===== config.mk =====
export PLATFORM = sky130hd
export DESIGN_NAME = div
export DESIGN_NICKNAME = d
export VERILOG_FILES = /design/src/rtl/div_pkg.sv /design/src/rtl/div.sv
export SDC_FILE = /design/constraint.sdc
export NUM_CORES = 1
export LEC_CHECK = 0
export ABC_AREA = 1
export CORE_ASPECT_RATIO = 1.4
export CORE_MARGIN = 10
export CORE_UTILIZATION = 60
export CTS_BUF_LIST = sky130_fd_sc_hd__clkbuf_4 sky130_fd_sc_hd__clkbuf_8
export CTS_CLUSTER_DIAMETER = 120
export DETAILED_ROUTE_END_ITERATION = 12
export HOLD_SLACK_MARGIN = 0.05
export PLACE_DENSITY = 0.88
export REMOVE_ABC_BUFFERS = 1
export SYNTH_ARGS = -nofsm -noshare
export SYNTH_HDL_FRONTEND = slang
export SYNTH_SLANG_ARGS = --single-unit

===== constraint.sdc =====
create_clock -name Clk -period 6.1 [get_ports Clk]
set_clock_uncertainty 0.05 [all_clocks]
set_input_delay 0.61 -clock Clk [delete_from_list [all_inputs] [get_ports Clk]]
set_output_delay 0.61 -clock Clk [all_outputs]
set_load 0.1 [all_outputs]

===== src/rtl/div_pkg.sv =====
// rtl/div_pkg.sv - shared encodings, widths and helpers for the divider
package div_pkg;

  // Datapath widths
  localparam int REG_W   = 32;
  localparam int DREG_W  = 64;
  localparam int CNT_W   = 6;
  localparam int WORK_W  = 2 * REG_W + 1;

  // Number of shift-subtract steps for a full quotient
  localparam logic [CNT_W-1:0] STEP_LAST = 6'd32;

  // Control levels
  localparam logic RST_ENABLE       = 1'b1;
  localparam logic DIV_RES_READY    = 1'b1;
  localparam logic DIV_RES_NO_READY = 1'b0;
  localparam logic DIV_START        = 1'b1;
  localparam logic DIV_STOP         = 1'b0;

  localparam logic [REG_W-1:0]  ZERO_WORD   = '0;
  localparam logic [DREG_W-1:0] ZERO_DWORD  = '0;

  // Divider control states
  typedef enum logic [1:0] {
    DIV_FREE    = 2'b00,
    DIV_BY_ZERO = 2'b01,
    DIV_ON      = 2'b10,
    DIV_END     = 2'b11
  } div_state_t;

  // Conditional two's-complement negation
  function automatic logic [REG_W-1:0] neg_if(input logic [REG_W-1:0] v,
                                              input logic           c);
    return c ? (~v + 32'd1) : v;
  endfunction

  // Magnitude of an operand when the operation is signed, raw bits otherwise
  function automatic logic [REG_W-1:0] mag_of(input logic [REG_W-1:0] v,
                                              input logic           sgn);
    return neg_if(v, sgn & v[REG_W-1]);
  endfunction

endpackage


===== src/rtl/div.sv =====
// rtl/div.sv - multi-cycle restoring divider, signed and unsigned, with annul
module div
  import div_pkg::*;
(
  input  logic              Clk,
  input  logic              Rst_n,
  input  logic              signed_div_i,
  input  logic [REG_W-1:0]  opdata1_i,
  input  logic [REG_W-1:0]  opdata2_i,
  input  logic              start_i,
  input  logic              annul_i,
  output logic [DREG_W-1:0] result_o,
  output logic              ready_o
);

  div_state_t          r_state;
  logic [CNT_W-1:0]    r_cnt;
  // Pre-shifted working register: [64:33] partial remainder, [32:1] pending
  // dividend bits, quotient bits enter at [0]. After 32 steps the remainder
  // sits in [64:33] and the quotient in [31:0].
  logic [WORK_W-1:0]   r_work;
  logic [REG_W-1:0]    r_divisor;
  logic                r_neg_quo;
  logic                r_neg_rem;
  logic [DREG_W-1:0]   r_result;
  logic                r_ready;

  logic [REG_W:0]      w_partial;
  logic [REG_W:0]      w_diff;
  logic                w_fits;
  logic [REG_W-1:0]    w_rem_next;
  logic [WORK_W-1:0]   w_work_next;
  logic [REG_W-1:0]    w_quo_fix;
  logic [REG_W-1:0]    w_rem_fix;
  logic                w_go;

  // Trial subtraction of the divisor from the shifted partial remainder
  assign w_partial   = r_work[WORK_W-1:REG_W];
  assign w_diff      = w_partial - {1'b0, r_divisor};
  assign w_fits      = ~w_diff[REG_W];
  assign w_rem_next  = w_fits ? w_diff[REG_W-1:0] : w_partial[REG_W-1:0];
  assign w_work_next = {w_rem_next, r_work[REG_W-1:0], w_fits};

  // Sign restoration of the unsigned magnitudes
  assign w_quo_fix = neg_if(r_work[REG_W-1:0], r_neg_quo);
  assign w_rem_fix = neg_if(r_work[WORK_W-1:REG_W+1], r_neg_rem);

  assign w_go = (start_i == DIV_START) && !annul_i;

  // Control FSM with datapath and registered result/ready
  always_ff @(posedge Clk) begin
    if (Rst_n == RST_ENABLE) begin
      r_state   <= DIV_FREE;
      r_cnt     <= '0;
      r_work    <= '0;
      r_divisor <= ZERO_WORD;
      r_neg_quo <= 1'b0;
      r_neg_rem <= 1'b0;
      r_result  <= ZERO_DWORD;
      r_ready   <= DIV_RES_NO_READY;
    end else begin
      case (r_state)
        DIV_FREE: begin
          r_ready  <= DIV_RES_NO_READY;
          r_result <= ZERO_DWORD;
          if (w_go) begin
            if (opdata2_i == ZERO_WORD) begin
              r_state <= DIV_BY_ZERO;
            end else begin
              r_state   <= DIV_ON;
              r_cnt     <= '0;
              r_work    <= {ZERO_WORD, mag_of(opdata1_i, signed_div_i), 1'b0};
              r_divisor <= mag_of(opdata2_i, signed_div_i);
              r_neg_quo <= signed_div_i & (opdata1_i[REG_W-1] ^ opdata2_i[REG_W-1]);
              r_neg_rem <= signed_div_i & opdata1_i[REG_W-1];
            end
          end
        end

        DIV_BY_ZERO: begin
          r_result <= ZERO_DWORD;
          if (annul_i) begin
            r_state <= DIV_FREE;
            r_ready <= DIV_RES_NO_READY;
          end else begin
            r_state <= DIV_END;
            r_ready <= DIV_RES_READY;
          end
        end

        DIV_ON: begin
          if (annul_i) begin
            r_state  <= DIV_FREE;
            r_cnt    <= '0;
            r_work   <= '0;
            r_result <= ZERO_DWORD;
            r_ready  <= DIV_RES_NO_READY;
          end else if (r_cnt != STEP_LAST) begin
            r_work <= w_work_next;
            r_cnt  <= r_cnt + 6'd1;
          end else begin
            r_result <= {w_rem_fix, w_quo_fix};
            r_ready  <= DIV_RES_READY;
            r_state  <= DIV_END;
            r_cnt    <= '0;
          end
        end

        DIV_END: begin
          // Annul has no effect here; only the consumer dropping start releases
          if (start_i == DIV_STOP) begin
            r_state  <= DIV_FREE;
            r_ready  <= DIV_RES_NO_READY;
            r_result <= ZERO_DWORD;
          end
        end

        default: begin
          r_state  <= DIV_FREE;
          r_ready  <= DIV_RES_NO_READY;
          r_result <= ZERO_DWORD;
        end
      endcase
    end
  end

  assign result_o = r_result;
  assign ready_o  = r_ready;

endmodule


==> results.json, run 1 <==
{
  "max-cap-violations": 0,
  "syn_inst": 2173,
  "final_common_cell": "nand2_1",
  "async_flop_share_pct": 0,
  "ys_ff_latch": 172,
  "dieArea_um2": 28000,
  "n_fill_cell": 1850,
  "pin_count": 134,
  "startpoint_type": "flop",
  "die_w_um": 144,
  "drv_slew": 0,
  "wl_um": 42500,
  "syn_area_per_cell_um2": 5.96,
  "clock-sinks": 172,
  "seq_area_um2": 3440,
  "cts_hold_buf": 0,
  "post-place-ws_ns": 2.23,
  "drcViolationCount": 0,
  "grtUsageTotal_pct": 30.0,
  "clk_path_buf_depth": 2,
  "fin_nets": 2367,
  "power_per_cell_area_nw_per_um2": 287,
  "synth_top_flop_cell": "dfxtp_1",
  "core_area_um2": 21200,
  "grt_overflow": 0,
  "routedWlPerCell_um": 16.8,
  "grt_pass1_wl_um": 69100,
  "area_growth_pct": 13.5,
  "cts_tree": "built",
  "htree_levels": 4,
  "vias": 14948,
  "max_slew_margin_pct": 31.5,
  "grt_max_degree": 74,
  "setup_viol": 0,
  "path_clk_slew_ns": 0.08,
  "row_count": 63,
  "synth-seq-area-share_pct": 26.6,
  "layout-drive-gt1-share_pct": 4.41,
  "synth_edf_count": 0,
  "cts_resized": 0,
  "p_leak_nw": 6.84,
  "post-place-cells": 2497,
  "clock-root-buffer": "clkbuf_8",
  "syn-cell-area_um2": 13000,
  "fin_crit_ns": 4.11,
  "tightestPinTransition_ns": 1.02,
  "rsz0062_at_grt": "no",
  "crit_required_ns": 6.45,
  "final_cell_mix": "585 x nand2_1, 312 x inv_1, 236 x a21oi_1",
  "numCtsBuffers": 17,
  "die_h_um": 194,
  "start_util_pct": 61.1,
  "gp_congestion": 1.04,
  "hold_viol_final": 0,
  "worstSkewPairLatency_ns": 0.47,
  "hp-class": "reg2reg",
  "cp.arrival_ns": 4.45,
  "setup_ws_ns": 1.99,
  "endpoint_kind": "flop",
  "portBuffers": 133,
  "postCtsSetupRepairBufs": 0,
  "cp_max_fo": 31,
  "outcome": "finished, final reports clean",
  "ir_worst_vdd_v": 0.000266,
  "grt_pass1_vias": 14491,
  "max_freq_mhz": 244,
  "drtIter0Drc": 1572,
  "drt-pass1-iter-count": 8,
  "ys_warn_count": 0,
  "timing.final.crit_share_pct": 67.3,
  "worst-setup-path-type": "reg2reg",
  "antenna_found_initial": 1,
  "stdcell_count": 2529,
  "via_per_inst": 5.91,
  "multiInputGateArea_um2": 7920,
  "dp_hpwl_um": 32000,
  "synth.distinct_cells": 51,
  "ant_nets": 0,
  "tns_ns": 0
}
power by group:
part           switching [mW]  internal [mW]  total [mW]
logic                    1.42          0.569        1.99
clock network           0.417          0.439       0.857
registers               0.115           1.26        1.37
total                    1.96           2.27        4.23
worst paths after layout:
check / start / cells after the start / endpoint / slack, ns
setup / recovery: r_state[0] / 11 / result_o[24] / 1.99
hold / removal: result_o[6] / 2 / result_o[6] / 0.42
setup reg to reg: r_state[0] / 11 / result_o[24] / 1.99
hold reg to reg: result_o[6] / 2 / result_o[6] / 0.42
Yosys cell counts (3+ instances only):
cell type  instances  area, µm²
buf_1              3       11.3
o211ai_1           3       22.5
a211oi_1           4       30.0
nor2_4             6       67.6
dfxtp_1          172       3440
xor2_1            30        263
nand2_1          585       2200
nand3b_1          18        135
nor3_1            31        155
and3_1             3       18.8
nor2_2            11       68.8
nor2_1           174        653
inv_2              9       33.8
nor4_1             7       43.8
xnor2_1           12        105
nand3_1          202       1010
o21bai_1           5       37.5
buf_4              7       52.6
buf_2             20        100
a31oi_1            3       18.8
o21ai_0          121        606
a32oi_1            3       26.3
o22ai_1            7       43.8
nand2_2           10       62.6
inv_1            312       1170
clkbuf_1          41        154
o21a_1             3       22.5
o21ai_1           32        160
nand4_1           18        113
buf_6              6       67.6
ha_1              41        513
nand2_4            9        101
and2_1             4       25.0
a21oi_1          236       1180
state kept, by name, summed over array words and instances (netlist names):
register / flops
r_state: 2
r_divisor: 32
result_o: 64
ready_o: 1
r_neg_rem: 1
r_work: 65
r_neg_quo: 1
r_cnt: 6
layer usage:
metal / vias to the layer above / part of all wire [%] / global-route usage [%]
li1: 7155 / - / -
met1: 6755 / 36 / 32.6
met3: 212 / 7.7 / 4.53
met4: 0 / 6.3 / 20.1
met5: - / 0 / 0
met2: 826 / 50 / 51.9
cell families after synthesis:
| logic type | synth area share, % |
|---|---|
| buffers and inverters | 12.3 |
| adder cells (fa/ha/maj) | 4.11 |
| AO/OA/AOI/OAI | 17.6 |
| AND/OR/NAND/NOR | 36.6 |
| XOR/XNOR | 2.84 |
| flip-flops | 26.6 |
per-stage QoR:
step,util [%],hold WS (ns),power (mW),instance area [µm²]
final,69.4,0.420,4.23,14700
after global routing,69.4,0.437,4.49,14700
after CTS,69.4,0.421,4.15,14700
after detailed placement,67.4,0.408,3.30,14300
after global placement,67.4,0.403,3.25,14300
after floorplan,-,0.380,2.74,12600
final cells by class:
type	instances	share of cell area (%)
diodes	1	0.0170
clock buffers	21	1.92
clock inverters	10	0.952
inverters	323	8.24
multi-input cells	1601	53.8
flip-flops and latches	172	23.4
well taps	260	2.21
repair buffers	141	9.44
worst max-delay path, cell delays in order, from the launching register on:
cell	delay (ns)
dfxtp_1	0.33
inv_1	0.08
ha_1	0.53
inv_2	0.38
nor2_4	0.58
inv_2	0.33
nor2_4	0.23
nand2_1	0.59
inv_1	0.18
buf_4	0.42
nand3_1	0.16
a21oi_1	0.14
Power figures use the tool's default switching activity.
==> run 2: changes to the inputs <==
--- a/config.mk
+++ b/config.mk
@@ -8,12 +8,12 @@
 export ABC_AREA = 1
 export CORE_ASPECT_RATIO = 1.4
 export CORE_MARGIN = 10
-export CORE_UTILIZATION = 60
+export CORE_UTILIZATION = 54
 export CTS_BUF_LIST = sky130_fd_sc_hd__clkbuf_4 sky130_fd_sc_hd__clkbuf_8
 export CTS_CLUSTER_DIAMETER = 120
 export DETAILED_ROUTE_END_ITERATION = 12
 export HOLD_SLACK_MARGIN = 0.05
-export PLACE_DENSITY = 0.88
+export PLACE_DENSITY = 0.83
 export REMOVE_ABC_BUFFERS = 1
 export SYNTH_ARGS = -nofsm -noshare
 export SYNTH_HDL_FRONTEND = slang
==> constraint.sdc (replaced) <==
create_clock -name Clk -period 3.59 [get_ports Clk]
set_clock_uncertainty 0.05 [all_clocks]
set_input_delay 0.359 -clock Clk [delete_from_list [all_inputs] [get_ports Clk]]
set_output_delay 0.359 -clock Clk [all_outputs]
set_load 0.1 [all_outputs]
==> results.json, run 2 (synthesis results as in run 1) <==
{
  "r2r-start": "r_work[32]",
  "wl_um": 45200,
  "cts_hold_buf": 0,
  "pin_count": 134,
  "setup_viol": 0,
  "startpoint_type": "flop",
  "ant_nets": 0,
  "n_fill_cell": 2352,
  "endpoint_kind": "flop",
  "switchingPower_mw": 3.39,
  "post-place-ws_ns": 0.656,
  "via_per_inst": 5.61,
  "postCtsSetupRepairBufs": 0,
  "area_growth_pct": 15.3,
  "antenna_found_initial": 2,
  "grt_pass1_wl_um": 72100,
  "timing.final.crit_share_pct": 78.9,
  "grtUsageTotal_pct": 29.3,
  "max_slew_margin_pct": 29.9,
  "core_area_um2": 23800,
  "final_core_util_pct": 62.8,
  "grt_max_degree": 65,
  "die_w_um": 151,
  "fin_crit_ns": 2.83,
  "total_power_mw": 7.27,
  "cp-endpoint": "r_work[34]",
  "critPathMaxStageDelay_ns": 0.41,
  "cp-startpoint": "r_work[32]",
  "internal-power_mw": 3.88,
  "start_util_pct": 54.4,
  "cts_resized": 0,
  "hp-class": "in2reg",
  "final_cell_mix": "585 x nand2_1, 312 x inv_1, 236 x a21oi_1",
  "tightestPinTransition_ns": 1.05,
  "drtIter0Drc": 1090,
  "drt-pass1-iter-count": 6,
  "setup_ws_ns": 0.758,
  "dieArea_um2": 30700,
  "slowest_stage": "fa_1",
  "largest_register": "r_work",
  "multiInputGateArea_um2": 7920,
  "design_area_um2": 14900,
  "gp_congestion": 0.972,
  "portBuffers": 133,
  "drcViolationCount": 0,
  "worstSkewPairLatency_ns": 0.51,
  "max_freq_mhz": 353,
  "vias": 14575,
  "p_sw_share_pct": 46.6,
  "power_frac_seq_pct": 32.1,
  "numCtsBuffers": 17,
  "cts_tree": "built",
  "seq_area_um2": 3440,
  "tns_ns": 0,
  "ir_worst_vdd_v": 0.000364,
  "worst-setup-path-type": "reg2reg",
  "largest_reg_flops": 65,
  "layout-drive-gt1-share_pct": 5.20,
  "dp_hpwl_um": 35100,
  "rsz0062_at_grt": "no",
  "clk_path_buf_depth": 2,
  "pwr-share-comb_pct": 47.6,
  "p_leak_nw": 6.95,
  "r2r-end": "r_work[34]",
  "drv_slew": 0,
  "cp.arrival_ns": 3.14,
  "hold_viol_final": 0,
  "outcome": "finished, final reports clean",
  "htree_levels": 4,
  "final_common_cell": "nand2_1",
  "crit_top_cell": "nand2_4",
  "fin_nets": 2386,
  "placedInstanceArea_um2": 14500,
  "row_count": 67,
  "rr_worst_depth": 17,
  "grt_overflow": 0,
  "path_clk_slew_ns": 0.10,
  "clock-sinks": 172,
  "die_h_um": 203,
  "rrSetupSlack_ns": 0.76,
  "clock-root-buffer": "clkbuf_8",
  "hold-worst-slack_ns": 0.294,
  "crit_required_ns": 3.90,
  "clkPwrFrac_pct": 20.3,
  "max-cap-violations": 0,
  "post-place-cells": 2566,
  "power_per_cell_area_nw_per_um2": 486,
  "routedWlPerCell_um": 17.4,
  "grt_pass1_vias": 14045,
  "path_cells": "inv_1 -> ha_1 -> fa_1 -> inv_1 -> nand2_1 -> nand2_1 -> nand3_1 -> nand2_2 -> nand2_2 -> nand2_2 -> nand2_4 -> nand2_4 -> nand2_4 -> nand2_4 -> nand2_1 -> nand3_1 -> a21oi_1",
  "stdcell_count": 2598,
  "cp_max_fo": 17
}
==> run 2: changes by cell type in the layout (fill, tap and decap cells not counted), sizes merged <==
| cell | delta |
|---|---|
| clkbuf | +2 |
| buf | +19 |
| bufinv | -1 |
| clkinvlp | -3 |
| inv | +2 |
==> run 2: layout make-up <==
cell class	count	area share [%]
Tap cell	310	2.60
Multi-Input combinational cell	1601	53.0
Inverter	323	8.11
Clock buffer	23	1.95
Antenna cell	1	0.0167
Sequential cell	172	23.0
Clock inverter	8	0.728
Timing Repair Buffer	160	10.6
==> run 2: power by group through the flow <==
stage / combinational (mW) / clock, mW / sequential (mW)
finish: 3.46 / 1.47 / 2.34
global route: 3.84 / 1.55 / 2.36
CTS: 3.40 / 1.48 / 2.32
detailed placement: 3.38 / 0 / 2.37
global placement: 3.33 / 0 / 2.36
floorplan: 2.23 / 0 / 2.42
==> run 2: how the worst min path moves through the flow <==
| stage | startpoint | endpoint | slack (ns) | cells past startpoint |
|---|---|---|---|---|
| after floorplan | Rst_n | r_cnt[4] | 0.38 | 1 |
| after global placement | result_o[42] | result_o[42] | 0.40 | 2 |
| after detailed placement | result_o[22] | result_o[22] | 0.40 | 2 |
| after CTS | Rst_n | r_work[57] | 0.27 | 2 |
| after global routing | Rst_n | result_o[44] | 0.30 | 2 |
| final | Rst_n | r_work[53] | 0.29 | 2 |
==> run 2: per-layer routing <==
| layer | up-vias | GRT usage, % | part of all wire [%] |
|---|---|---|---|
| li1 | 7208 | - | - |
| met1 | 6623 | 30.9 | 37 |
| met2 | 592 | 54.3 | 52 |
| met3 | 150 | 4.39 | 5.9 |
| met4 | 2 | 15.1 | 4.9 |
| met5 | - | 0 | 0.029 |
==> run 2: critical path: cells and delay by family (launching register included) <==
kind            cells  cell delay (ns)
compound gates      1             0.08
fa+ha+maj           2             0.66
buf+inv             2             0.22
flops               1             0.35
simple gates       12             1.30
==> run 3: changes to the inputs <==
--- a/config.mk
+++ b/config.mk
@@ -8,12 +8,12 @@
 export ABC_AREA = 1
 export CORE_ASPECT_RATIO = 1.4
 export CORE_MARGIN = 10
-export CORE_UTILIZATION = 54
+export CORE_UTILIZATION = 60
 export CTS_BUF_LIST = sky130_fd_sc_hd__clkbuf_4 sky130_fd_sc_hd__clkbuf_8
 export CTS_CLUSTER_DIAMETER = 120
 export DETAILED_ROUTE_END_ITERATION = 12
 export HOLD_SLACK_MARGIN = 0.05
-export PLACE_DENSITY = 0.83
+export PLACE_DENSITY = 0.88
 export REMOVE_ABC_BUFFERS = 1
 export SYNTH_ARGS = -nofsm -noshare
 export SYNTH_HDL_FRONTEND = slang
==> constraint.sdc (replaced) <==
create_clock -name Clk -period 2.7 [get_ports Clk]
set_clock_uncertainty 0.05 [all_clocks]
set_input_delay 0.27 -clock Clk [delete_from_list [all_inputs] [get_ports Clk]]
set_output_delay 0.27 -clock Clk [all_outputs]
set_load 0.1 [all_outputs]
==> results.json, run 3 (synthesis results as in run 1) <==
{
  "grtUsageTotal_pct": 30.4,
  "internal-power_mw": 4.97,
  "dieArea_um2": 28000,
  "power_per_cell_area_nw_per_um2": 641,
  "fin_crit_ns": 2.55,
  "die_h_um": 194,
  "core_area_um2": 21200,
  "ant_nets": 0,
  "worst-setup-path-type": "reg2reg",
  "cp-startpoint": "r_work[32]",
  "area_growth_pct": 14.9,
  "clk_path_buf_depth": 2,
  "tightestPinTransition_ns": 0.639,
  "rr_worst_depth": 17,
  "pin_count": 134,
  "hold-worst-slack_ns": 0.154,
  "numCtsBuffers": 17,
  "final_cell_mix": "585 x nand2_1, 312 x inv_1, 236 x a21oi_1",
  "grt_pass1_vias": 14577,
  "max_slew_margin_pct": 57.3,
  "cp-endpoint": "r_work[58]",
  "rrSetupSlack_ns": 0.15,
  "endpoint_kind": "flop",
  "row_count": 63,
  "timing.final.crit_share_pct": 94.5,
  "postCtsSetupRepairBufs": 0,
  "start_util_pct": 61.1,
  "fin_nets": 2410,
  "drt-pass1-iter-count": 5,
  "power_frac_seq_pct": 32.7,
  "stdcell_count": 2573,
  "outcome": "finished, final reports clean",
  "rsz0062_at_grt": "no",
  "grt_max_degree": 65,
  "p_leak_nw": 7.20,
  "clock-sinks": 172,
  "grt_overflow": 0,
  "gp_congestion": 1.03,
  "antenna_found_initial": 1,
  "largest_reg_flops": 65,
  "tns_ns": 0,
  "p_sw_share_pct": 48.0,
  "switchingPower_mw": 4.58,
  "startpoint_type": "flop",
  "r2r-end": "r_work[58]",
  "post-place-cells": 2540,
  "pwr-share-comb_pct": 48.5,
  "cts_tree": "built",
  "via_per_inst": 5.71,
  "largest_register": "r_work",
  "hp-start": "Rst_n",
  "crit_required_ns": 3.07,
  "portBuffers": 133,
  "htree_levels": 4,
  "total_power_mw": 9.54,
  "r2r-start": "r_work[32]",
  "clkPwrFrac_pct": 18.8,
  "drtIter0Drc": 1077,
  "max-cap-violations": 0,
  "final_core_util_pct": 70.2,
  "hp-class": "in2reg",
  "wl_um": 42700,
  "final_common_cell": "nand2_1",
  "dp_hpwl_um": 33700,
  "cp.arrival_ns": 2.93,
  "max_freq_mhz": 392,
  "path_clk_slew_ns": 0.11,
  "clock-root-buffer": "clkbuf_8",
  "layout-drive-gt1-share_pct": 9.21,
  "cp_max_fo": 10,
  "setup_viol": 0,
  "hold_viol_final": 0,
  "vias": 14681,
  "grt_pass1_wl_um": 69200,
  "worstSkewPairLatency_ns": 0.50,
  "ir_worst_vdd_v": 0.000537,
  "routedWlPerCell_um": 16.6,
  "drv_slew": 0,
  "drcViolationCount": 0,
  "die_w_um": 144,
  "n_fill_cell": 1905
}
run 3: cell types whose count changed in the layout (fill, tap and decap cells not counted), sizes merged:
cell	previous run	this run
buf	28	117
clkdlybuf4s50	132	67
bufinv	2	0
clkinvlp	0	2
inv	323	329
clkbuf	23	18
run 3: final cells by class:
| class | instances | area (µm²) | share of cell area, % |
|---|---|---|---|
| Timing Repair Buffer | 184 | 1600 | 10.7 |
| Multi-Input combinational cell | 1601 | 7950 | 53.3 |
| Antenna cell | 1 | 2.50 | 0.0168 |
| Sequential cell | 172 | 3440 | 23.1 |
| Tap cell | 260 | 325 | 2.18 |
| Clock buffer | 18 | 241 | 1.62 |
| Clock inverter | 14 | 125 | 0.840 |
| Inverter | 323 | 1210 | 8.14 |
run 3: worst min path at each step:
| stage | cells after the start | end |
|---|---|---|
| CTS | 2 | result_o[3] |
| global placement | 2 | r_divisor[24] |
| finish | 2 | result_o[3] |
| detailed placement | 2 | r_divisor[24] |
| global route | 2 | result_o[3] |
| floorplan | 1 | r_cnt[4] |
run 3: through the flow:
| stage | worst slack, ns | area [µm²] |
|---|---|---|
| final | 0.148 | 14900 |
| after global routing | 0.00289 | 14900 |
| after CTS | 0.0811 | 14900 |
| after detailed placement | 0.101 | 14500 |
| after global placement | 0.193 | 14500 |
| after floorplan | -0.370 | 12600 |
run 3: what timing repair did:
action / in CTS / in global routing
hold buffers: 0 / 0
gates resized for setup: 0 / 6
endpoints found under the setup margin: 0 / 41
hold endpoints to repair: 0 / 0
run 3: per-layer routing:
metal | GRT usage [%] | vias to the layer above | share of wire, %
met5 | 0 | - | 0.023
met4 | 19.8 | 2 | 6.2
met3 | 5.96 | 185 | 6.5
met2 | 53.9 | 641 | 51
met1 | 31.5 | 6586 | 37
li1 | - | 7267 | -
run 3: power groups by stage:
stage	clock network (mW)	registers (mW)	logic, mW
after detailed placement	0	3.15	4.49
after CTS	1.81	3.10	4.52
after floorplan	0	3.21	2.97
after global placement	0	3.15	4.40
after global routing	1.91	3.15	5.15
final	1.80	3.12	4.63
run 3: critical path, stage by stage, from the launching register on:
cell     delay (ns)
dfxtp_2        0.37
inv_1          0.06
ha_1           0.22
fa_2           0.36
inv_1          0.10
nand2_1        0.05
nand2_1        0.08
nand3_1        0.09
nand2_2        0.11
nand2_2        0.07
nand2_2        0.09
nand2_4        0.08
nand2_4        0.10
nand2_4        0.12
buf_4          0.21
nand3_1        0.09
nand3_1        0.08
a21oi_1        0.13
